<file path="src/rtl/ex_stage_md.sv">
// rtl/ex_stage_md.sv - execute stage with forwarding muxes, single-cycle alu and registered EX/MEM output.
// Define EX_MULDIV_EN to add the iterative MUL/DIVU/REMU engine (IDLE/BUSY/DONE) that stalls the front end.

module alu #(
   parameter int DATA_W = 16
) (
   input  logic [3:0]        op,
   input  logic [DATA_W-1:0] a,
   input  logic [DATA_W-1:0] b,
   output logic [DATA_W-1:0] result
);
   localparam int SH_W = $clog2(DATA_W);

   logic [SH_W-1:0] shamt;

   always_comb begin
      shamt  = b[SH_W-1:0];
      result = '0;
      case (op)
         4'h0: result = a + b;
         4'h1: result = a - b;
         4'h2: result = a & b;
         4'h3: result = a | b;
         4'h4: result = a ^ b;
         4'h5: result = ~(a | b);
         4'h6: result = {{(DATA_W-1){1'b0}}, $signed(a) < $signed(b)};
         4'h7: result = {{(DATA_W-1){1'b0}}, a < b};
         4'h8: result = a << shamt;
         4'h9: result = a >> shamt;
         4'hA: result = $signed(a) >>> shamt;
         4'hB: result = b;
         default: result = '0;
      endcase
   end
endmodule

module ex_stage_md #(
   parameter int                DATA_W   = 16,
   parameter int                IMM_W    = 6,
   parameter int                REG_AW   = 3,
   parameter logic [REG_AW-1:0] LINK_REG = {REG_AW{1'b1}}
) (
   input  logic              clk,
   input  logic              rst,
   input  logic              in_valid,
   output logic              in_ready,
   input  logic              flush,
   input  logic [3:0]        alu_op,
   input  logic              alu_src,
   input  logic [DATA_W-1:0] reg1_data,
   input  logic [DATA_W-1:0] reg2_data,
   input  logic [IMM_W-1:0]  immediate,
   input  logic [REG_AW-1:0] rd,
   input  logic [REG_AW-1:0] rt,
   input  logic [1:0]        reg_dst,
   input  logic [1:0]        forward_a,
   input  logic [1:0]        forward_b,
   input  logic [DATA_W-1:0] mem_forward_data,
   input  logic [DATA_W-1:0] wb_forward_data,
   output logic              out_valid,
   output logic [DATA_W-1:0] alu_result,
   output logic              zero_flag,
   output logic [REG_AW-1:0] write_reg_addr
);
   logic [DATA_W-1:0] imm_ext, op_a, fwd_b, op_b, alu_res;
   logic [REG_AW-1:0] dst_addr;
   logic              accept;

   logic              is_md, md_done;
   logic [DATA_W-1:0] md_result;
   logic [REG_AW-1:0] md_waddr;

   logic              out_valid_q, out_valid_d;
   logic [DATA_W-1:0] result_q, result_d;
   logic              zero_q, zero_d;
   logic [REG_AW-1:0] waddr_q, waddr_d;

   always_comb begin
      imm_ext = DATA_W'($signed(immediate));
      case (forward_a)
         2'b01:   op_a = mem_forward_data;
         2'b10:   op_a = wb_forward_data;
         default: op_a = reg1_data;
      endcase
      case (forward_b)
         2'b01:   fwd_b = mem_forward_data;
         2'b10:   fwd_b = wb_forward_data;
         default: fwd_b = reg2_data;
      endcase
      op_b = alu_src ? imm_ext : fwd_b;
      case (reg_dst)
         2'b00:   dst_addr = rd;
         2'b01:   dst_addr = rt;
         default: dst_addr = LINK_REG;
      endcase
   end

   alu #(.DATA_W(DATA_W)) u_alu (
      .op     (alu_op),
      .a      (op_a),
      .b      (op_b),
      .result (alu_res)
   );

   assign accept = in_valid & in_ready & ~flush;

`ifdef EX_MULDIV_EN
   localparam int CNT_W = $clog2(DATA_W + 1);

   typedef enum logic [1:0] {S_IDLE, S_BUSY, S_DONE} state_t;

   state_t            state_q, state_d;
   logic [CNT_W-1:0]  cnt_q, cnt_d;
   logic [3:0]        md_op_q, md_op_d;
   logic [DATA_W-1:0] md_a_q, md_a_d, md_b_q, md_b_d, md_acc_q, md_acc_d;
   logic [REG_AW-1:0] md_waddr_q, md_waddr_d;
   logic [DATA_W:0]   rem_sh;
   logic              md_start;

   assign is_md    = (alu_op == 4'hC) | (alu_op == 4'hD) | (alu_op == 4'hE);
   assign md_start = accept & is_md;
   assign md_waddr = md_waddr_q;

   always_ff @(posedge clk or posedge rst) begin
      if (rst) state_q <= S_IDLE;
      else     state_q <= state_d;
   end

   always_comb begin
      state_d = state_q;
      if (flush) state_d = S_IDLE;
      else begin
         case (state_q)
            S_IDLE:  if (md_start) state_d = S_BUSY;
            S_BUSY:  if (cnt_q == CNT_W'(1)) state_d = S_DONE;
            S_DONE:  state_d = S_IDLE;
            default: state_d = S_IDLE;
         endcase
      end
   end

   always_comb begin
      in_ready = (state_q == S_IDLE);
      md_done  = (state_q == S_DONE);
   end

   // md_a holds multiplicand/divisor; md_b is the shifting multiplier/quotient; md_acc is product/remainder
   always_comb begin
      cnt_d      = cnt_q;
      md_op_d    = md_op_q;
      md_a_d     = md_a_q;
      md_b_d     = md_b_q;
      md_acc_d   = md_acc_q;
      md_waddr_d = md_waddr_q;
      rem_sh     = {md_acc_q, md_b_q[DATA_W-1]};
      if (md_start) begin
         cnt_d      = CNT_W'(DATA_W);
         md_op_d    = alu_op;
         md_waddr_d = dst_addr;
         md_acc_d   = '0;
         if (alu_op == 4'hC) begin
            md_a_d = op_a;
            md_b_d = op_b;
         end else begin
            md_a_d = op_b;
            md_b_d = op_a;
         end
      end else if (state_q == S_BUSY) begin
         cnt_d = cnt_q - 1'b1;
         if (md_op_q == 4'hC) begin
            if (md_b_q[0]) md_acc_d = md_acc_q + md_a_q;
            md_a_d = md_a_q << 1;
            md_b_d = md_b_q >> 1;
         end else if (rem_sh >= {1'b0, md_a_q}) begin
            md_acc_d = DATA_W'(rem_sh - {1'b0, md_a_q});
            md_b_d   = {md_b_q[DATA_W-2:0], 1'b1};
         end else begin
            md_acc_d = rem_sh[DATA_W-1:0];
            md_b_d   = {md_b_q[DATA_W-2:0], 1'b0};
         end
      end
      md_result = (md_op_q == 4'hD) ? md_b_q : md_acc_q;
   end

   always_ff @(posedge clk or posedge rst) begin
      if (rst) begin
         cnt_q      <= '0;
         md_op_q    <= '0;
         md_a_q     <= '0;
         md_b_q     <= '0;
         md_acc_q   <= '0;
         md_waddr_q <= '0;
      end else begin
         cnt_q      <= cnt_d;
         md_op_q    <= md_op_d;
         md_a_q     <= md_a_d;
         md_b_q     <= md_b_d;
         md_acc_q   <= md_acc_d;
         md_waddr_q <= md_waddr_d;
      end
   end
`else
   assign in_ready  = 1'b1;
   assign is_md     = 1'b0;
   assign md_done   = 1'b0;
   assign md_result = '0;
   assign md_waddr  = '0;
`endif

   always_comb begin
      out_valid_d = 1'b0;
      result_d    = result_q;
      zero_d      = zero_q;
      waddr_d     = waddr_q;
      if (flush) begin
         out_valid_d = 1'b0;
      end else if (accept && !is_md) begin
         out_valid_d = 1'b1;
         result_d    = alu_res;
         zero_d      = (alu_res == '0);
         waddr_d     = dst_addr;
      end else if (md_done) begin
         out_valid_d = 1'b1;
         result_d    = md_result;
         zero_d      = (md_result == '0);
         waddr_d     = md_waddr;
      end
   end

   always_ff @(posedge clk or posedge rst) begin
      if (rst) begin
         out_valid_q <= 1'b0;
         result_q    <= '0;
         zero_q      <= 1'b0;
         waddr_q     <= '0;
      end else begin
         out_valid_q <= out_valid_d;
         result_q    <= result_d;
         zero_q      <= zero_d;
         waddr_q     <= waddr_d;
      end
   end

   assign out_valid      = out_valid_q;
   assign alu_result     = result_q;
   assign zero_flag      = zero_q;
   assign write_reg_addr = waddr_q;
endmodule

</file>
<file path="config.mk">
export PLATFORM = sky130hd
export DESIGN_NAME = ex_stage_md
export DESIGN_NICKNAME = d
export VERILOG_FILES = /design/src/rtl/ex_stage_md.sv
export SDC_FILE = /design/constraint.sdc
export NUM_CORES = 1
export LEC_CHECK = 0
export BUFFER_PORTS_ARGS = -buffer_cell sky130_fd_sc_hd__buf_2
export CAP_MARGIN = 0
export CORE_MARGIN = 10
export CORE_UTILIZATION = 53
export CTS_CLUSTER_SIZE = 8
export DETAILED_ROUTE_END_ITERATION = 10
export PLACE_DENSITY = 0.8
export SYNTH_ARGS = -nofsm -noshare
export SYNTH_HDL_FRONTEND = slang
export SYNTH_SLANG_ARGS = --single-unit
export TNS_END_PERCENT = 100
</file>
<file path="constraint.sdc">
create_clock -name clk -period 0.8 [get_ports clk]
set_input_delay 0.12 -clock clk [delete_from_list [all_inputs] [get_ports clk]]
set_output_delay 0.12 -clock clk [all_outputs]
set_load 0.05 [all_outputs]
</file>
==> reports/summary.txt, run 1 <==
Outcome -> aborted with a tool error
Exit stage -> global routing (5_1_grt)
Run Error -> [ERROR GRT-0232] Routing congestion too high. Check the congestion heatmap in the GUI.
Area of placed instances -> 8890 um^2
GRT Util Overall -> 77.2%
Largest net degree at the start of global routing -> 33
H-tree lvl count -> 1
Row count -> 38
Most used flip-flop cell after synthesis -> dfrtp_1
Clk buf depth -> 2
Synth warnings -> 0
Mapped Nets -> 998
Dpl hpwl -> 23.9 mm
Yosys reg bits -> 21
Number of distinct library cells after synthesis -> 86
Seq/Total Area, Yosys -> 8.73%
Clock root cell -> clkbuf_16
Total CTS buffers -> 3
Post-synthesis area per instance -> 7.11 um^2
Fraction of registers with async set/reset -> 100%
Cells after synthesis -> 847
Worst-path end type -> register input
Post-synth EDFFs -> 0
GRT overflow -> 271
Dpl cells -> 1322
Crit. endpoint post-GRT repair -> zero_flag$_DFFE_PP0P_/D
Die width -> 127 um
IO Port Bufs -> 111
Final GP Congestion -> 1.16
Starting Density -> 54.8%
Clock Sink Count -> 21
Ports -> 113
Mapped Area -> 6020 um^2
Die height -> 127 um
metal layers:
layer	overflow	global-route usage [%]
met1	2	72.3
met2	153	89.5
met3	8	71.3
met4	105	81.3
met5	3	36.5
cell families after synthesis:
| family | share of synthesized area, % |
|---|---|
| DFF | 8.73 |
| other | 0.0623 |
| xor gates and xnor gates | 0.728 |
| AOI/OAI and AO/OA | 38.0 |
| adders and majority gates | 12.7 |
| muxes | 8.98 |
| buffers and inverters | 8.96 |
| and+or+nand+nor | 21.8 |
Yosys cell counts (6+ instances only):
cell        n  area (um^2)
a22o_1      6         52.6
o21bai_1    6         45.0
buf_2      12         60.1
a221o_1    12          120
o22ai_1     9         56.3
o21ai_0    44          220
nand2b_1   10         62.6
ha_1       58          726
nand2_1    78          293
a22oi_1    24          180
a21oi_1    59          295
inv_1      45          169
o21ai_1     9         45.0
nor2b_1    13         81.3
mux2i_1    45          450
nor3_1     18         90.1
nand3_1    18         90.1
clkbuf_1   39          146
a211oi_1   11         82.6
o2111ai_1   9         78.8
nor4_1      7         43.8
mux2_2      8         90.1
o31ai_1     7         52.6
a31oi_1    13         81.3
o211ai_1   17          128
o221ai_1    7         61.3
o21a_1      6         45.0
nor2_1     94          353
a221oi_1   18          158
dfrtp_1    21          526
metrics by stage:
stage / utilization (%) / hold WS, ns / setup slack [ns]
global placement: 80.9 / 0.152 / -3.23
CTS: 89.7 / 0.151 / -2.92
detailed placement: 80.9 / 0.163 / -3.46
floorplan: - / 0.0964 / -3.15
timing repair:
action	CTS
endpoints found under the hold margin	21
resized for setup	156
hold buffers	1
setup buffers	39
pin swaps	35
setup endpoints to repair	42
==> run 2: changes to the inputs <==
CORE_UTILIZATION = 40   (was 53)
CTS_CLUSTER_SIZE = unset   (was 8)
PLACE_DENSITY = unset   (was 0.8)
PLACE_DENSITY_LB_ADDON = 0.15   (was unset)
clock period = 1 ns   (was 0.8 ns; I/O delays follow)
==> run 2 against run 1 <==
  * The flow now finishes, with violations (setup timing)
  * Synthesized area unchanged
  * Synthesized cell count unchanged
==> reports/summary.txt, run 2 <==
Setup slack at placement -> -3.19 ns
Setup Total Neg Slack -> -38.13 ns
Core area -> 14600 um^2
Power density cells -> 1210 nW/um^2
CP Data Required Time -> 1.14 ns
Synth warnings -> 0
Die width -> 143 um
Mapped Area -> 6020 um^2
Crit path kind -> input port to register
Total CTS buffers -> 3
Area leader, netlist -> ha_1
RSZ-0062 raised after global routing -> yes
Synthesis-to-finish area growth -> 71.0%
Average wire per standard cell -> 22.5 um
Largest net degree at the start of global routing -> 28
Mapped Nets -> 998
Power, Total -> 12500 uW
Post-synth EDFFs -> 0
Worst Hold Class -> input port to register
Max Cap Violations -> 0
Fraction of registers with async set/reset -> 100%
Layout Nets -> 1393
Post-synthesis area per instance -> 7.11 um^2
Die height -> 143 um
Clk_lat worst skew -> 0.25 ns
Peak supply drop -> 734 uV
Number of distinct library cells after synthesis -> 86
Worst-margin pin slew -> 0.992 ns
CP startpoint kind -> input port
Routed WL -> 32.0 mm
CTS tree -> built
Area contributors post-synth -> ha_1 12%, dfrtp_1 8.7%, mux2i_1 7.5%
CP max FO -> 5
Most common cell after layout, fill and taps aside -> buf_4
Share of layout cells above drive strength 1 -> 51.0%
Fill count -> 1246
Final Hold Vio Count -> 0
Clock root cell -> clkbuf_16
Drt drc -> 0
Ports -> 113
Dpl hpwl -> 25.6 mm
N_diodes -> 0
IO Port Bufs -> 111
Failing checks -> setup timing
Post-DRT Antenna Nets -> 0
Most common cell in the netlist -> nor2_1
GRT Util Overall -> 29.9%
Fmax -> 262 MHz
Tmin final -> 3.81 ns
Crit path DAT -> 3.95 ns
Largest register FFs -> 16
Most frequent cells in the layout -> 327 x buf_4, 88 x buf_2, 87 x nor2_1
First-pass GRT wire length -> 48.4 mm
Area of placed instances -> 9150 um^2
Final non-filler cell area -> 10300 um^2
Clk buf depth -> 2
Final setup viols -> 17
Clock transition at path regs -> 0.05 ns
Post-Route Skew -> 0 ns
Vias in the first global route -> 8367
Final GP Congestion -> 1.04
Leakage -> 0.00472 uW
First drt pass iteration count -> 5
Initial antenna violation count -> 0
Most used flip-flop cell after synthesis -> dfrtp_1
Top post-synthesis cells by count -> 94 x nor2_1, 78 x nand2_1, 59 x a21oi_1
Dpl cells -> 1392
Cells after synthesis -> 847
Max-slew headroom -> 33.7%
Initial detailed-routing violation count -> 767
Row count -> 44
Pins Over Slew Limit -> 0
Vias -> 8658
Die area -> 20400 um^2
H-tree lvl count -> 1
GRT overflow -> 0
Number of vias per cell -> 6.08
Clock Sink Count -> 21
Final period utilization -> 381%
Final worst setup slack -> -2.81 ns
Starting Density -> 41.1%
Yosys reg bits -> 21
Outcome -> finished with violations
CP Capture Type -> register
Final Instance Count excl. Fillers -> 1425
Seq/Total Area, Yosys -> 8.73%
Synth top area share -> 12.1%
-- run 2: through the flow --
step                hold WS [ns]  utilization [%]
finish                     0.185             70.3
floorplan                  0.127                -
CTS                        0.195             67.9
global route               0.220             70.3
global placement          0.0907             62.5
detailed placement        0.0971             62.5
-- run 2: final timing paths --
kind,from,endpoint,slack [ns],cells past startpoint
max,forward_b[1],alu_result[15],-2.81,21
min,rd[2],write_reg_addr[2],0.19,3
max reg2reg,alu_result[13],alu_result[13],0.21,1
min reg2reg,alu_result[9],alu_result[9],0.47,2
max in group asynchronous,rst,alu_result[8],0.21,4
min in group asynchronous,rst,alu_result[7],0.38,3
-- run 2: final cells by class --
type                    count  area [um^2]  area share (%)
repair buffers            454         3430            33.3
clock buffers               4         78.8           0.766
inverters                  51          210            2.04
multi-input cells         710         5810            56.5
repair inverters            1         5.00          0.0486
well taps                 184          230            2.24
flip-flops and latches     21          526            5.11
-- run 2: routing by layer --
layer | vias to the layer above | routed length [um] | part of all wire [%] | GRT usage [%]
li1 | 3993 | - | - | -
met5 | - | 0 | 0 | 0
met3 | 74 | 3770 | 12 | 8.46
met2 | 519 | 14200 | 44 | 47.9
met4 | 0 | 771 | 2.4 | 5.05
met1 | 4072 | 13300 | 42 | 39.5
-- run 2: logic make-up after synthesis --
kind of cell    synth area share (%)
compound gates                  38.0
simple gates                    21.8
buf+inv                         8.96
other cells                   0.0623
fa+ha+maj                       12.7
mux                             8.98
flops                           8.73
xor+xnor                       0.728
-- run 2: critical path, cell delays in order --
cell and delay, ns:
buf_8 0.09, inv_4 0.03, ha_4 0.16, buf_6 0.13
buf_6 0.11, a22o_1 0.23, o221ai_4 0.24, buf_6 0.14
ha_4 0.21, buf_6 0.13, buf_6 0.12, nand3b_1 0.13
o221ai_2 0.17, a311oi_2 0.37, nor2_1 0.11, a41oi_2 0.20
o21bai_1 0.10, a21oi_2 0.17, mux2_4 0.31, a221o_1 0.37
mux2_4 0.27
-- run 2: repair_timing --
action | 4_1_cts | 5_1_grt
pin swaps | 53 | 55
hold buffers | 1 | 0
setup buffers | 17 | 13
endpoints found under the setup margin | 40 | 24
resized for setup | 139 | 57
cloned | 2 | 0
endpoints found under the hold margin | 6 | 0
-- run 2: where the power goes --
| part | total (uW) | switching [uW] | internal (uW) |
|---|---|---|---|
| clock network | 822 | 280 | 542 |
| logic | 10500 | 5640 | 4860 |
| registers | 1170 | 125 | 1050 |
| total | 12500 | 6040 | 6440 |
(Power assumes the default switching activity.)
==> run 3: changes to the inputs <==
CORE_ASPECT_RATIO = 2   (was unset)
RECOVER_POWER = 25   (was unset)
==> run 3 against run 2 <==
  * The run still ends with setup timing left
  * Flip-flop and latch count stayed put
  * Largest cell class unchanged
  * Critical endpoint is now zero_flag
  * Clock skew stayed put
  * Combinational power hardly changed
  * Non-clock buffer count is 19 lower
  * Die area up 1.5%
  * Routed wire length grew 2.2%
  * Sequential power about the same
  * Register-to-register slack about the same
  * Via count decreased by 0.85%
==> reports/summary.txt, run 3 (synthesis gave the netlist of run 2 again) <==
Outcome -> finished with violations
Failing checks -> setup timing
Vias -> 8584
RSZ-0062 raised after global routing -> yes
Most common cell after layout, fill and taps aside -> buf_4
Starting Density -> 40.6%
Crit path kind -> input port to register
Core area -> 14800 um^2
Average wire per standard cell -> 23.1 um
Peak supply drop -> 584 uV
Final GP Congestion -> 1.01
First drt pass iteration count -> 5
First-pass GRT wire length -> 49.2 mm
Sequential Area -> 526 um^2
Post-Route Skew -> 0 ns
Tmin final -> 3.82 ns
Die area -> 20700 um^2
Ports -> 113
Synthesis-to-finish area growth -> 66.6%
Fmax -> 262 MHz
Dpl hpwl -> 27.2 mm
Worst Hold Class -> input port to register
Worst-margin pin slew -> 0.939 ns
Leakage -> 0.00459 uW
H-tree lvl count -> 1
Clock root cell -> clkbuf_16
Dpl cells -> 1385
Pins Over Slew Limit -> 0
Fill count -> 1339
Clk_lat worst skew -> 0.27 ns
Area of the multi-input gates -> 5780 um^2
Number of vias per cell -> 6.06
IO Port Bufs -> 111
Most frequent cells in the layout -> 313 x buf_4, 89 x nor2_1, 87 x buf_2
N_diodes -> 0
Power density cells -> 1230 nW/um^2
Layout Nets -> 1373
Routed WL -> 32.7 mm
Total CTS buffers -> 3
Drt drc -> 0
CP Data Required Time -> 1.17 ns
Final Instance Count excl. Fillers -> 1416
Max-slew headroom -> 36.5%
Crit path DAT -> 3.99 ns
Final period utilization -> 382%
Largest register FFs -> 16
Final Hold Vio Count -> 0
Clk buf depth -> 2
Clock Sink Count -> 21
Final Util -> 67.7%
Largest net degree at the start of global routing -> 28
Clock transition at path regs -> 0.06 ns
Setup slack at placement -> -3.54 ns
Final setup viols -> 18
Max Cap Violations -> 0
Share of layout cells above drive strength 1 -> 49.0%
Initial antenna violation count -> 0
Setup Total Neg Slack -> -36.82 ns
CP Capture Type -> register
CP startpoint kind -> input port
Initial detailed-routing violation count -> 655
Die height -> 193 um
Post-DRT Antenna Nets -> 0
GRT Util Overall -> 30.3%
CP max FO -> 9
Vias in the first global route -> 8883
Row count -> 63
Worst Hold Slack -> 0.187 ns
GRT overflow -> 0
CTS tree -> built
Final worst setup slack -> -2.82 ns
Die width -> 107 um
-- run 3: cell count changes in the layout (fill, tap and decap cells not counted), sizes merged --
cell,previous run,this run
buf,452,433
clkinvlp,2,0
inv,48,49
bufbuf,1,0
clkbuf,4,5
-- run 3: report_power, final --
| group | switching [uW] | total, uW | internal, uW |
|---|---|---|---|
| Sequential | 112 | 1160 | 1040 |
| Clock | 342 | 887 | 545 |
| Combinational | 5560 | 10300 | 4700 |
-- run 3: stage by stage --
| step | power (uW) | instance area, um^2 |
|---|---|---|
| 2_1_floorplan | 6200 | 6380 |
| 3_3_place_gp | 9820 | 8990 |
| 3_5_place_dp | 9890 | 8990 |
| 4_1_cts | 11800 | 9810 |
| 5_1_grt | 12900 | 10000 |
| 6_report | 12300 | 10000 |
-- run 3: routing by layer --
| metal | global-route usage (%) | routed length, um |
|---|---|---|
| met2 | 55.7 | 17000 |
| met4 | 23.1 | 2830 |
| met5 | 0 | 0 |
| met1 | 29.3 | 11000 |
| met3 | 3.53 | 1860 |
-- run 3: worst max-delay path, cell delays in order --
cell and delay (ns):
buf_8 0.09, inv_6 0.03, ha_4 0.32, nor3b_4 0.23, a221oi_4 0.09, ha_2 0.23
fa_2 0.43, nand2b_4 0.17, a211oi_4 0.31, o21bai_1 0.13, a221oi_2 0.28, or2_4 0.16
a22oi_1 0.08, or4_4 0.57, nor4_2 0.27, nand3_1 0.21, o41ai_2 0.23
-- run 3: final timing paths --
check	from	endpoint	slack, ns	cells after the start
max in group asynchronous	rst	write_reg_addr[2]	0.12	4
min	rd[2]	write_reg_addr[2]	0.19	3
max	forward_b[0]	zero_flag	-2.82	17
min in group asynchronous	rst	alu_result[15]	0.54	4
max reg2reg	alu_result[15]	alu_result[15]	0.22	1
min reg2reg	zero_flag	zero_flag	0.48	2
-- run 3: layout make-up --
type	count	area share [%]
multi-input cells	710	57.6
inverters	51	2.03
well taps	195	2.43
flip-flops and latches	21	5.24
clock buffers	4	0.786
repair buffers	435	31.9
-- run 3: timing repair --
action / 4_1_cts / 5_1_grt
resized for setup: 139 / 45
hold buffers: 1 / 0
buffers inserted: 19 / 7
pin swaps: 33 / 19
cloned: 0 / 0
endpoints found under the hold margin: 21 / 0
endpoints found under the setup margin: 37 / 22
==> run 4: changes to the inputs <==
ABC_AREA = 1   (was unset)
clock period = 3.7 ns   (was 1 ns; I/O delays follow)
==> run 4 against run 3 <==
  * The flow now finishes without violations
  * Global-route usage fell by 3.4 points
  * Flip-flop and latch count stayed put
  * First-iteration DRC count is 3.4% lower
  * Setup slack better by 3.0 ns
  * Via count down 3.0%
  * Utilization decreased by 14 points
  * Clock-buffer cell count down 1
  * Critical path depth increased by 9
  * Combinational power is 80% lower
  * Largest cell class unchanged
==> reports/summary.txt, run 4 <==
Synthesis-to-finish area growth -> 31.8%
Clk_lat worst skew -> 0.25 ns
Crit path DAT -> 3.72 ns
Tmin final -> 3.53 ns
Initial detailed-routing violation count -> 633
Vias -> 8328
Cell mode on critical path -> nand2_1
Routed WL -> 28.7 mm
First-pass GRT wire length -> 44.4 mm
Die area -> 20700 um^2
Post-synthesis area per instance -> 5.44 um^2
Final period utilization -> 95.4%
Max-slew headroom -> 40.3%
Switching part of the total -> 53.6%
CP Capture Type -> register
Power density cells -> 323 nW/um^2
Average wire per standard cell -> 18.7 um
CP startpoint kind -> input port
Top post-synthesis cells by count -> 347 x nand2_1, 176 x nand3_1, 107 x inv_1
Worst Hold Class -> input port to async pin
Drt drc -> 0
Final Util -> 53.8%
Ports -> 113
Worst-margin pin slew -> 0.893 ns
Yosys reg bits -> 21
Sequential power share -> 11.2%
Post-DRT Antenna Nets -> 0
Cells after synthesis -> 1112
Most common cell in the netlist -> nand2_1
Row count -> 63
Layout Nets -> 1492
Number of distinct library cells after synthesis -> 48
Crit path kind -> input port to register
Largest net degree at the start of global routing -> 32
CP max FO -> 15
Clk buf depth -> 2
Crit path buffers/inverters -> 7
Leakage -> 0.00439 uW
Outcome -> finished, final reports clean
Worst Hold Slack -> 0.441 ns
Dpl hpwl -> 24.4 mm
Post-synth EDFFs -> 0
Top cell family by delay on the critical path -> simple AND/OR/NAND/NOR gates
Seq/Total Area, Yosys -> 8.69%
Clock power share -> 8.8%
Clock root cell -> clkbuf_16
Final Hold Vio Count -> 0
RSZ-0062 raised after global routing -> yes
CP max-delay cell -> ha_1
Fmax -> 283 MHz
GRT overflow -> 0
Post-Route Skew -> 0 ns
FF-to-FF path depth -> 2
Synth warnings -> 0
Mapped Area -> 6050 um^2
Synth top area share -> 21.5%
First drt pass iteration count -> 5
Vias in the first global route -> 8368
IO Port Bufs -> 111
GRT Util Overall -> 26.9%
Share of layout cells above drive strength 1 -> 24.9%
WP depth -> 26
Peak supply drop -> 146 uV
Final setup viols -> 0
Pins Over Slew Limit -> 0
Number of vias per cell -> 5.43
Sw power -> 1380 uW
Clock transition at path regs -> 0.06 ns
CP Data Required Time -> 3.89 ns
Max Cap Violations -> 0
Clock Sink Count -> 21
Area contributors post-synth -> nand2_1 22%, nand3_1 15%, ha_1 12%
Most frequent cells in the layout -> 345 x nand2_1, 173 x nand3_1, 154 x buf_4
Initial antenna violation count -> 0
H-tree lvl count -> 1
Core area -> 14800 um^2
Starting Density -> 40.8%
Largest stage delay on the critical path -> 0.30 ns
Final GP Congestion -> 1.03
CTS tree -> built
N_diodes -> 0
Most common cell after layout, fill and taps aside -> nand2_1
Most used flip-flop cell after synthesis -> dfrtp_1
Die width -> 107 um
Area leader, netlist -> nand2_1
Die height -> 194 um
Mapped Nets -> 1263
Fraction of registers with async set/reset -> 100%
Largest register FFs -> 16
Comb pwr share -> 80.0%
Total CTS buffers -> 3
CTS Hold Bufs -> 0
Int Pwr -> 1190 uW
[run 4: cell count changes after synthesis, moves of 10 or more]
cell and change:
a221o_1 -12, nand2_1 +269, o211ai_1 -10, inv_1 +62, nor2_1 +10, nor3_1 -12
nand2b_1 -10, nor2b_1 -13, clkbuf_1 -20, a22oi_1 -23, nand3_1 +158, mux2i_1 -45
o21ai_0 +11, a221oi_1 -17
[run 4: final timing paths]
check	startpoint	endpoint	slack (ns)
min in group clk	write_reg_addr[0]	write_reg_addr[0]	0.47
max in group asynchronous	rst	write_reg_addr[1]	2.77
max reg2reg	alu_result[6]	alu_result[6]	2.96
min reg2reg	write_reg_addr[0]	write_reg_addr[0]	0.47
min	rst	out_valid	0.44
max	forward_b[0]	zero_flag	0.17
[run 4: what timing repair did]
action	CTS	global route
endpoints found under the hold margin	0	0
buffers inserted	0	1
resized for setup	0	30
setup endpoints to repair	0	10
[run 4: routing by layer]
metal	vias to the layer above	GRT usage (%)	routed length, um
met5	-	0	0
met4	0	21.4	2760
met3	113	2.80	1470
met2	349	47.8	14300
met1	3738	27.3	10200
li1	4128	-	-
[run 4: power by group through the flow]
stage	Combinational, uW	Sequential [uW]	Clock (uW)
after floorplan	1010	434	0
after global placement	1990	293	0
after detailed placement	1990	293	0
after CTS	2000	289	229
after global routing	2250	293	241
final	2060	289	226
[run 4: kinds of logic after synthesis]
| group | after synthesis | share of synthesized area [%] |
|---|---|---|
| fa+ha+maj | 60 | 12.7 |
| other cells | 1 | 0.0620 |
| flops | 21 | 8.69 |
| buf+inv | 161 | 11.1 |
| simple gates | 679 | 48.9 |
| compound gates | 187 | 18.1 |
| xor+xnor | 3 | 0.435 |
[run 4: through the flow]
| stage | instances | area (um^2) | power [uW] | setup TNS (ns) | setup slack (ns) |
|---|---|---|---|---|---|
| finish | 1535 | 7970 | 2570 | 0 | 0.170 |
| detailed placement | 1530 | 7780 | 2280 | -1.01 | -0.236 |
| floorplan | 1112 | 6050 | 1450 | 0 | 0.177 |
| global route | 1535 | 7970 | 2780 | -0.0274 | -0.0274 |
| global placement | 1530 | 7780 | 2280 | -0.761 | -0.231 |
| CTS | 1534 | 7870 | 2520 | 0 | 0.0194 |
[run 4: layout make-up]
cell class	instances	area, um^2
inverters	118	445
fillers	1715	6850
flip-flops and latches	21	526
multi-input cells	930	4940
well taps	195	244
repair buffers	267	1740
clock inverters	1	5.00
clock buffers	3	75.1
